**src/rtl/jtbubl_obj_pkg.sv**
```systemverilog
// Shared types and constants for the object tile drawer.
package jtbubl_obj_pkg;

    typedef enum logic [1:0] {
        ST_IDLE  = 2'd0,
        ST_FETCH = 2'd1,
        ST_DRAW  = 2'd2
    } obj_st_e;

    localparam int PXL_PER_WORD = 8;
    localparam int BPP          = 4;

    // Pixel k of a ROM word: each bit plane sits in its own nibble,
    // pixels 0-3 in the low half-word and 4-7 in the high half-word.
    function automatic logic [BPP-1:0] obj_pxl(input logic [31:0] d, input logic [2:0] k);
        logic [BPP-1:0] p;
        p = '0;
        for (int b = 0; b < BPP; b++) begin
            p[b] = d[{k[2], 2'(b), k[1:0]}];
        end
        return p;
    endfunction

endpackage

```
**src/rtl/jtbubl_obj_fifo.sv**
```systemverilog
// Request queue: 2^QAW entries, pushes while full are dropped,
// flush empties the queue on the next edge.
module jtbubl_obj_fifo #(
    parameter int DW  = 8,
    parameter int QAW = 2
)(
    input  logic          clk,
    input  logic          rst,
    input  logic          flush_i,
    input  logic          push_i,
    input  logic          pop_i,
    input  logic [DW-1:0] din_i,
    output logic [DW-1:0] dout_o,
    output logic          empty_o,
    output logic          full_o
);
    localparam int           DEPTH    = 1 << QAW;
    localparam logic [QAW:0] FULL_CNT = (QAW+1)'(DEPTH);

    logic [DW-1:0]  mem_q [DEPTH];
    logic [QAW-1:0] wr_q, rd_q;
    logic [QAW:0]   cnt_q;
    logic           do_push, do_pop;

    assign empty_o = (cnt_q == '0);
    assign full_o  = (cnt_q == FULL_CNT);
    assign do_push = push_i & ~full_o;
    assign do_pop  = pop_i & ~empty_o;
    assign dout_o  = mem_q[rd_q];

    // Storage array, written at the tail on an accepted push
    always_ff @(posedge clk) begin
        if (do_push) mem_q[wr_q] <= din_i;
    end

    // Pointers and occupancy; push and pop together leave the count unchanged
    always_ff @(posedge clk) begin
        if (rst || flush_i) begin
            wr_q  <= '0;
            rd_q  <= '0;
            cnt_q <= '0;
        end else begin
            if (do_push) wr_q <= wr_q + QAW'(1);
            if (do_pop)  rd_q <= rd_q + QAW'(1);
            cnt_q <= cnt_q + (QAW+1)'(do_push) - (QAW+1)'(do_pop);
        end
    end

endmodule

```
**src/rtl/jtbubl_obj_draw.sv**
```systemverilog
// Object tile drawer: queues tile requests, fetches one 32-bit ROM word
// (8 pixels x 4 bpp) per tile and writes the 8 pixels to the line buffer.
// Optional JTBUBL_OBJ_TRANSP_EN: skip line-buffer writes for colour 4'hF.
module jtbubl_obj_draw
    import jtbubl_obj_pkg::*;
#(
    parameter int CW  = 10,
    parameter int BW  = 4,
    parameter int PW  = 4,
    parameter int HW  = 9,
    parameter int QAW = 2
)(
    input  logic              clk,
    input  logic              rst,
    input  logic              LHBL,
    input  logic              req_valid,
    output logic              req_ready,
    input  logic [CW-1:0]     req_code,
    input  logic [BW-1:0]     req_bank,
    input  logic [PW-1:0]     req_pal,
    input  logic [HW-1:0]     req_hpos,
    input  logic [2:0]        req_vsub,
    input  logic              req_hflip,
    input  logic              req_vflip,
    output logic [BW+CW+3:0]  rom_addr,
    output logic              rom_cs,
    input  logic              rom_ok,
    input  logic [31:0]       rom_data,
    output logic [HW-1:0]     line_addr,
    output logic [PW+3:0]     line_din,
    output logic              line_we,
    output logic              busy
);
    localparam int            AW       = BW + CW + 4;
    localparam int            QW       = CW + BW + PW + HW + 5;
    localparam int            NW       = $clog2(PXL_PER_WORD);
    localparam logic [NW-1:0] LAST_PXL = NW'(PXL_PER_WORD - 1);

    logic [QW-1:0] q_din, q_dout;
    logic          q_push, q_pop, q_empty, q_full;

    logic [CW-1:0] h_code;
    logic [BW-1:0] h_bank;
    logic [PW-1:0] h_pal;
    logic [HW-1:0] h_hpos;
    logic [2:0]    h_vsub;
    logic          h_hflip, h_vflip;

    obj_st_e       st_q, st_d;
    logic [NW-1:0] cnt_q;
    logic          first_q;
    logic [AW-1:0] addr_q;
    logic [HW-1:0] hpos_q;
    logic [PW-1:0] pal_q;
    logic          hflip_q;
    logic [31:0]   data_q;
    logic          latch;

    logic [NW-1:0]  pix_idx;
    logic [BPP-1:0] raw;
    logic           drawing;

    // No requests are taken in reset or during horizontal blank
    assign req_ready = LHBL & ~q_full & ~rst;
    assign q_push    = req_valid & req_ready;
    assign q_din     = {req_code, req_bank, req_pal, req_hpos, req_vsub, req_hflip, req_vflip};
    assign {h_code, h_bank, h_pal, h_hpos, h_vsub, h_hflip, h_vflip} = q_dout;

    jtbubl_obj_fifo #(.DW(QW), .QAW(QAW)) u_fifo (
        .clk     (clk),
        .rst     (rst),
        .flush_i (~LHBL),
        .push_i  (q_push),
        .pop_i   (q_pop),
        .din_i   (q_din),
        .dout_o  (q_dout),
        .empty_o (q_empty),
        .full_o  (q_full)
    );

    // Next state: pop on IDLE or at the last pixel, blank aborts everything
    always_comb begin
        st_d  = st_q;
        q_pop = 1'b0;
        latch = 1'b0;
        case (st_q)
            ST_IDLE: begin
                if (!q_empty) begin
                    q_pop = 1'b1;
                    st_d  = ST_FETCH;
                end
            end
            ST_FETCH: begin
                // rom_ok in the first FETCH cycle belongs to an older access
                if (!first_q && rom_ok) begin
                    latch = 1'b1;
                    st_d  = ST_DRAW;
                end
            end
            ST_DRAW: begin
                if (cnt_q == LAST_PXL) begin
                    if (!q_empty) begin
                        q_pop = 1'b1;
                        st_d  = ST_FETCH;
                    end else begin
                        st_d = ST_IDLE;
                    end
                end
            end
            default: st_d = ST_IDLE;
        endcase
        if (!LHBL) begin
            st_d  = ST_IDLE;
            q_pop = 1'b0;
            latch = 1'b0;
        end
    end

    // State and per-tile registers; the request is captured when popped
    always_ff @(posedge clk) begin
        if (rst) begin
            st_q    <= ST_IDLE;
            cnt_q   <= '0;
            first_q <= 1'b0;
            addr_q  <= '0;
            hpos_q  <= '0;
            pal_q   <= '0;
            hflip_q <= 1'b0;
            data_q  <= '0;
        end else begin
            st_q    <= st_d;
            first_q <= q_pop;
            if (q_pop) begin
                addr_q  <= {h_bank, h_code, h_vsub ^ {3{h_vflip}}, 1'b0};
                hpos_q  <= h_hpos;
                pal_q   <= h_pal;
                hflip_q <= h_hflip;
                cnt_q   <= '0;
            end else if (st_q == ST_DRAW) begin
                cnt_q <= cnt_q + NW'(1);
            end
            if (latch) data_q <= rom_data;
        end
    end

    // Outputs are gated by blank and reset so an abort silences them at once
    always_comb begin
        pix_idx   = hflip_q ? ~cnt_q : cnt_q;
        raw       = obj_pxl(data_q, pix_idx);
        drawing   = (st_q == ST_DRAW) & LHBL & ~rst;
        rom_cs    = (st_q == ST_FETCH) & LHBL & ~rst;
        rom_addr  = addr_q;
        line_addr = drawing ? hpos_q + HW'(cnt_q) : '0;
        line_din  = drawing ? {pal_q, ~raw} : '0;
`ifdef JTBUBL_OBJ_TRANSP_EN
        line_we   = drawing & (raw != '0);
`else
        line_we   = drawing;
`endif
        busy      = ~q_empty | (st_q != ST_IDLE);
    end

endmodule

```
**config.mk**
```make
export PLATFORM = sky130hd
export DESIGN_NAME = jtbubl_obj_draw
export DESIGN_NICKNAME = d
export VERILOG_FILES = /design/src/rtl/jtbubl_obj_pkg.sv /design/src/rtl/jtbubl_obj_fifo.sv /design/src/rtl/jtbubl_obj_draw.sv
export SDC_FILE = /design/constraint.sdc
export NUM_CORES = 1
export LEC_CHECK = 0
export CAP_MARGIN = 0
export CORE_ASPECT_RATIO = 1.25
export CORE_MARGIN = 2
export CORE_UTILIZATION = 59
export DETAILED_ROUTE_END_ITERATION = 8
export PLACE_DENSITY_LB_ADDON = 0.05
export SLEW_MARGIN = 20
export SYNTH_ARGS = -nofsm -noshare
export SYNTH_HDL_FRONTEND = slang
export SYNTH_SLANG_ARGS = --single-unit
```
**constraint.sdc**
```tcl
create_clock -name clk -period 5.3 [get_ports clk]
set_input_delay 1.59 -clock clk [delete_from_list [all_inputs] [get_ports clk]]
set_output_delay 1.59 -clock clk [all_outputs]
set_load 0.1 [all_outputs]
```
=== Yosys cells after proc, flatten, opt, wreduce, memory -nomap -nowiden ===
Memory sizes are Yosys's and may differ from the RTL's. A register that Yosys moved wholly into a read port is not among the register bits.
Index checks and enable logic that the tools add are counted.

* Register bits after elaboration: 76
* Bits in writable memories: 128
* Input bits: 69
* Output and inout port bits: 39
* Logic and storage cells: 82
* Memories kept: 1

* Add/subtract/negate cells: 6
* Magnitude comparators: 4
* Eq/ne operators: 7
* Multiplexer cells: 27
* Bitwise operators: 17
* Reduce and logical (&&, ||, !) cells: 9

{| class="wikitable"
|+ Memories
! name !! depth !! width !! rd ports !! clocked after Yosys merged registers in !! wr ports !! line !! source
|-
| u_fifo.mem_q || 4 || 32 || 1 || 1 || 1 || jtbubl_obj_fifo.sv:20 || <nowiki>logic [DW-1:0] mem_q [DEPTH];</nowiki>
|}

{| class="wikitable"
|+ Operator list
! operator !! count
|-
| < comparator 5 x 6 -> 1 bit, second input constant || 4
|-
| two-way mux 1 bit || 13
|-
| binary-select mux 1 bit (select 3 bit) || 4
|-
| two-way mux 2 bit || 5
|-
| adder 9 x 3 -> 9 bit || 1
|-
| AND 1 bit || 9
|-
| two-way mux 9 bit || 1
|-
| two-way mux 8 bit || 1
|-
| == test 3 bit, second input constant || 2
|-
| != test 2 bit, second input constant || 3
|-
| one-hot mux 2 bit (3 select lines) || 1
|-
| adder 2 x 1 -> 2 bit, second input constant || 2
|-
| inverter 1 bit || 4
|-
| inverter 4 bit || 1
|-
| OR reduction 2 bit || 2
|-
| adder 3 x 1 -> 3 bit || 1
|-
| adder 3 x 1 -> 3 bit, second input constant || 1
|-
| logical NOT 3 bit || 1
|-
| two-way mux 3 bit || 1
|-
| inverter 3 bit || 1
|-
| AND reduction 3 bit || 1
|-
| subtractor 3 x 1 -> 3 bit || 1
|-
| XOR 3 bit || 1
|-
| == test 2 x 1 -> 1 bit, second input constant || 1
|-
| 8 further kinds || 8
|}

=== Logic depth before layout (Yosys ltp) ===
* Depth after elaboration: 8
* Gate-level depth with buffers: 14

=== By module ===
Synthesis repeated with hierarchy kept, for this count alone.

* Cell total of the unflattened synthesis: 650
* Area total of the unflattened synthesis: 8413.1 um2

{| class="wikitable"
|+ By module, submodules not included
! module !! times used !! cells an instance !! area an instance (um2) !! seq. area each (um2)
|-
| jtbubl_obj_fifo || 1 || 217 || 5102.4 || 4023.9
|-
| jtbubl_obj_draw || 1 || 433 || 3310.7 || 1381.3
|}

=== Worst setup path after synthesis ===
OpenSTA, ideal clock, no wires.

* Path kind: input port to output port
* From: in rst
* To: out line_din[1]
* Arrival time: 4557 ps
* Setup slack: -847 ps
* Stages: 5
* Cells stage by stage: clkbuf_1 nand2b_4 or2_1 buf_2 a311oi_1

* Longest elaborated chain between the ends: 3

{| class="wikitable"
|+ Ends and longest elaborated chain
! what !! line !! source
|-
| start, declared || jtbubl_obj_draw.sv:14 || <nowiki>input logic rst,</nowiki>
|-
| inverter 1 bit || jtbubl_obj_draw.sv:150 || <nowiki>drawing = (st_q == ST_DRAW) & LHBL & ~rst;</nowiki>
|-
| AND 1 bit || jtbubl_obj_draw.sv:150 ||
|-
| two-way mux 8 bit || jtbubl_obj_draw.sv:154 || <nowiki>line_din = drawing ? {pal_q, ~raw} : '0;</nowiki>
|-
| end, declared || jtbubl_obj_draw.sv:30 || <nowiki>output logic [PW+3:0] line_din,</nowiki>
|}

No other way between the ends.

=== Final worst setup path ===
* From: in LHBL
* To: out line_din[0]

* Longest elaborated chain between the ends: 3

{| class="wikitable"
|+ Ends and longest elaborated chain
! what !! line !! source
|-
| start, declared || jtbubl_obj_draw.sv:15 || <nowiki>input logic LHBL,</nowiki>
|-
| AND 1 bit (2 in series) || jtbubl_obj_draw.sv:150 ||
|-
| two-way mux 8 bit || jtbubl_obj_draw.sv:154 ||
|}

No other way between the ends.

==> metrics.txt <==
Detailed Place HPWL 10800 um; vias in the first global route 5519; met3 usage 0.0459; die height 138 um; final hold vios 0; Routed WL per cell 18.8 um; die area 15300 um^2; relative slew slack 0.343; Worst Tran Pin Value 0.983 ns; Slew Viols, Final 0; met2 usage in global routing 0.423; flops & latches, synth 206; sequential fraction of the synthesis area 0.639; Max-Cap Viols 0; EDFF count, synth 128; Final Critical Period 5.08 ns; Hold Path Class register to register; I/O pins 108; n_diodes 0; clock skew 0.0103 ns; Setup CP Type input port to output pin; clock buffer depth 3; # resized after CTS 0; Yosys warnings 0; # hold bufs at CTS 0; DRC violations left 0; first-pass GRT wire length 27600 um; initial antenna violation count 0; Final nets 815; layout cells sized above 1 0.154; top post-synthesis cells by area edfxtp_1 45%, dfxtp_1 18%, mux4_2 9.0%; required time of the critical path 3.71 ns; CTS tree yes; Die X 111 um; FP Rows 48; Sequential Area 5410 um^2; core area 13900 um^2; Post-Route WL 17400 um; multi-input logic area 2830 um^2; Post-CTS Setup Inserts 0; worst endpoint data arrival time 3.49 ns; total CTS buffers 21; Via density 5.78; Yosys top cell by area edfxtp_1; CP max FO 10; Port Buf Inserts 106; initial DRC count 303; Worst setup EP type output pin; Post-Syn Nets 717; setup ws final 0.215 ns; Worst-Skew Late Latency 0.49 ns; Final setup viols 0; via count 5329; First-pass DRT Iterations 4; synthesized area 8460 um^2; GRT Residual Overflow 0; library cells used by synthesis 51; status completed; most crowded layer after global routing met2; power per cell area 327 nW/um^2; Max IR drop VDD 0.321 mV; sum of negative setup slack 0 ns; area grow syn2layout 24.1%; final RePlAce weighted congestion 0.843; htree depth 1; CTS root buffer clkbuf_16; Mean Syn Cell Area 13.3 um^2; Synth async-reset ratio 0; Synth top area share 0.454; met1 usage in global routing 0.276; period utilization 0.959; Main synth FF type edfxtp_1; Fill cells 893; Max Clk Rate 0.197 GHz; unrepaired setup endpoints after global routing no; pin count of the biggest net entering global routing 70; Synth Instances 635; Lkg Pwr 3.49 nW; Sink Count 206; initial core utilization 0.607; GR Util All Layers 0.229; Clk pin slew, worst setup/hold paths 0.06 ns; Startpoint Class input port; pre-CTS setup slack 0.220 ns; antenna violation net count after detailed routing 0
worst max-delay path, stage by stage:
cell and delay (ns):
clkdlybuf4s50_1 0.62, nand2b_4 0.07, or2_1 0.41, inv_2 0.20, o21ai_1 0.13, a221oi_4 0.25
buf_12 0.22
kinds of logic after synthesis:
logic type / share of synthesized area
simple gates: 0.106
xor+xnor: 0.0145
compound gates: 0.0659
flops: 0.639
buf+inv: 0.0343
fa+ha+maj: 0.0210
other cells: 0.000443
mux: 0.119
cell usage in the layout (no fill, tap or decap), types with 4 or more instances in the layout:
cell type / count
inv_1: 13
edfxtp_1: 128
xor2_1: 4
clkinv_1: 4
buf_12: 20
nor3_1: 5
ha_1: 11
and2_2: 4
dfxtp_1: 76
buf_4: 8
nand2_1: 127
clkbuf_16: 21
nand2b_1: 4
nand3b_1: 4
clkdlybuf4s50_1: 85
mux4_1: 5
nor2_1: 23
and2_1: 7
clkbuf_1: 4
xnor2_1: 10
nor2b_1: 7
mux4_2: 34
mux2i_1: 6
or3_1: 4
a21oi_1: 76
stage by stage:
stage / hold WS [ns] / util / area [um^2] / total power, W / cells
floorplan: 0.432 / - / 8510 / 0.00191 / 635
global placement: 0.444 / 0.705 / 9820 / 0.00201 / 885
detailed placement: 0.444 / 0.705 / 9820 / 0.00201 / 885
CTS: 0.453 / 0.753 / 10500 / 0.00346 / 922
global route: 0.478 / 0.754 / 10500 / 0.00353 / 922
finish: 0.453 / 0.754 / 10500 / 0.00343 / 922
registers in the layout, indices dropped and copies added (netlist names), named ones only:
register,flops
data_q,32
pal_q,4
rom_addr,17
u_fifo.wr_q,2
u_fifo.mem_q,128
u_fifo.rd_q,2
hpos_q,9
hflip_q,1
cnt_q,3
first_q,1
u_fifo.cnt_q,3
st_q,2
synth_stat cells (all sizes together), types with 3 or more instances:
| library cell | instances |
|---|---|
| a211oi | 4 |
| a21oi | 77 |
| and2 | 11 |
| buf | 26 |
| clkbuf | 13 |
| dfxtp | 78 |
| edfxtp | 128 |
| ha | 11 |
| inv | 15 |
| mux2 | 3 |
| mux2i | 7 |
| mux4 | 39 |
| nand2 | 127 |
| nand2b | 5 |
| nand3b | 4 |
| nor2 | 23 |
| nor2b | 7 |
| nor3 | 5 |
| o21ai | 4 |
| o22ai | 3 |
| or2 | 3 |
| or3 | 4 |
| xnor2 | 10 |
| xor2 | 4 |
per-layer routing:
layer  vias up  share of wire
met1      2628           0.39
met4         0          0.022
met5         -              0
li1       2507              -
met2       166           0.53
met3        28          0.057
cell type report:
cell class                 instances  share of cell area
inverter                          15             0.00536
tap                              175              0.0208
sequential                       206               0.515
clock inverter                    12              0.0132
multi-input combinational        375               0.269
timing repair buffer             114               0.125
clock buffer                      25              0.0515
path summary, 6_finish.rpt:
path	startpoint	endpoint	slack, ns	depth (start not counted)
worst min-delay path	data_q[30]	data_q[30]	0.45	2
worst max-delay path	LHBL	line_din[0]	0.22	7
worst min register to register	data_q[30]	data_q[30]	0.45	2
worst max register to register	cnt_q[0]	u_fifo.cnt_q[2]	2.00	14
where the power goes:
part / internal [W] / leakage, nW / total, W / switching, W
clock network: 0.000874 / 0.324 / 0.00145 / 0.000579
registers: 0.00172 / 1.79 / 0.00174 / 0.0000138
logic: 0.0000967 / 1.38 / 0.000239 / 0.000142
(Power assumes the default switching activity.)
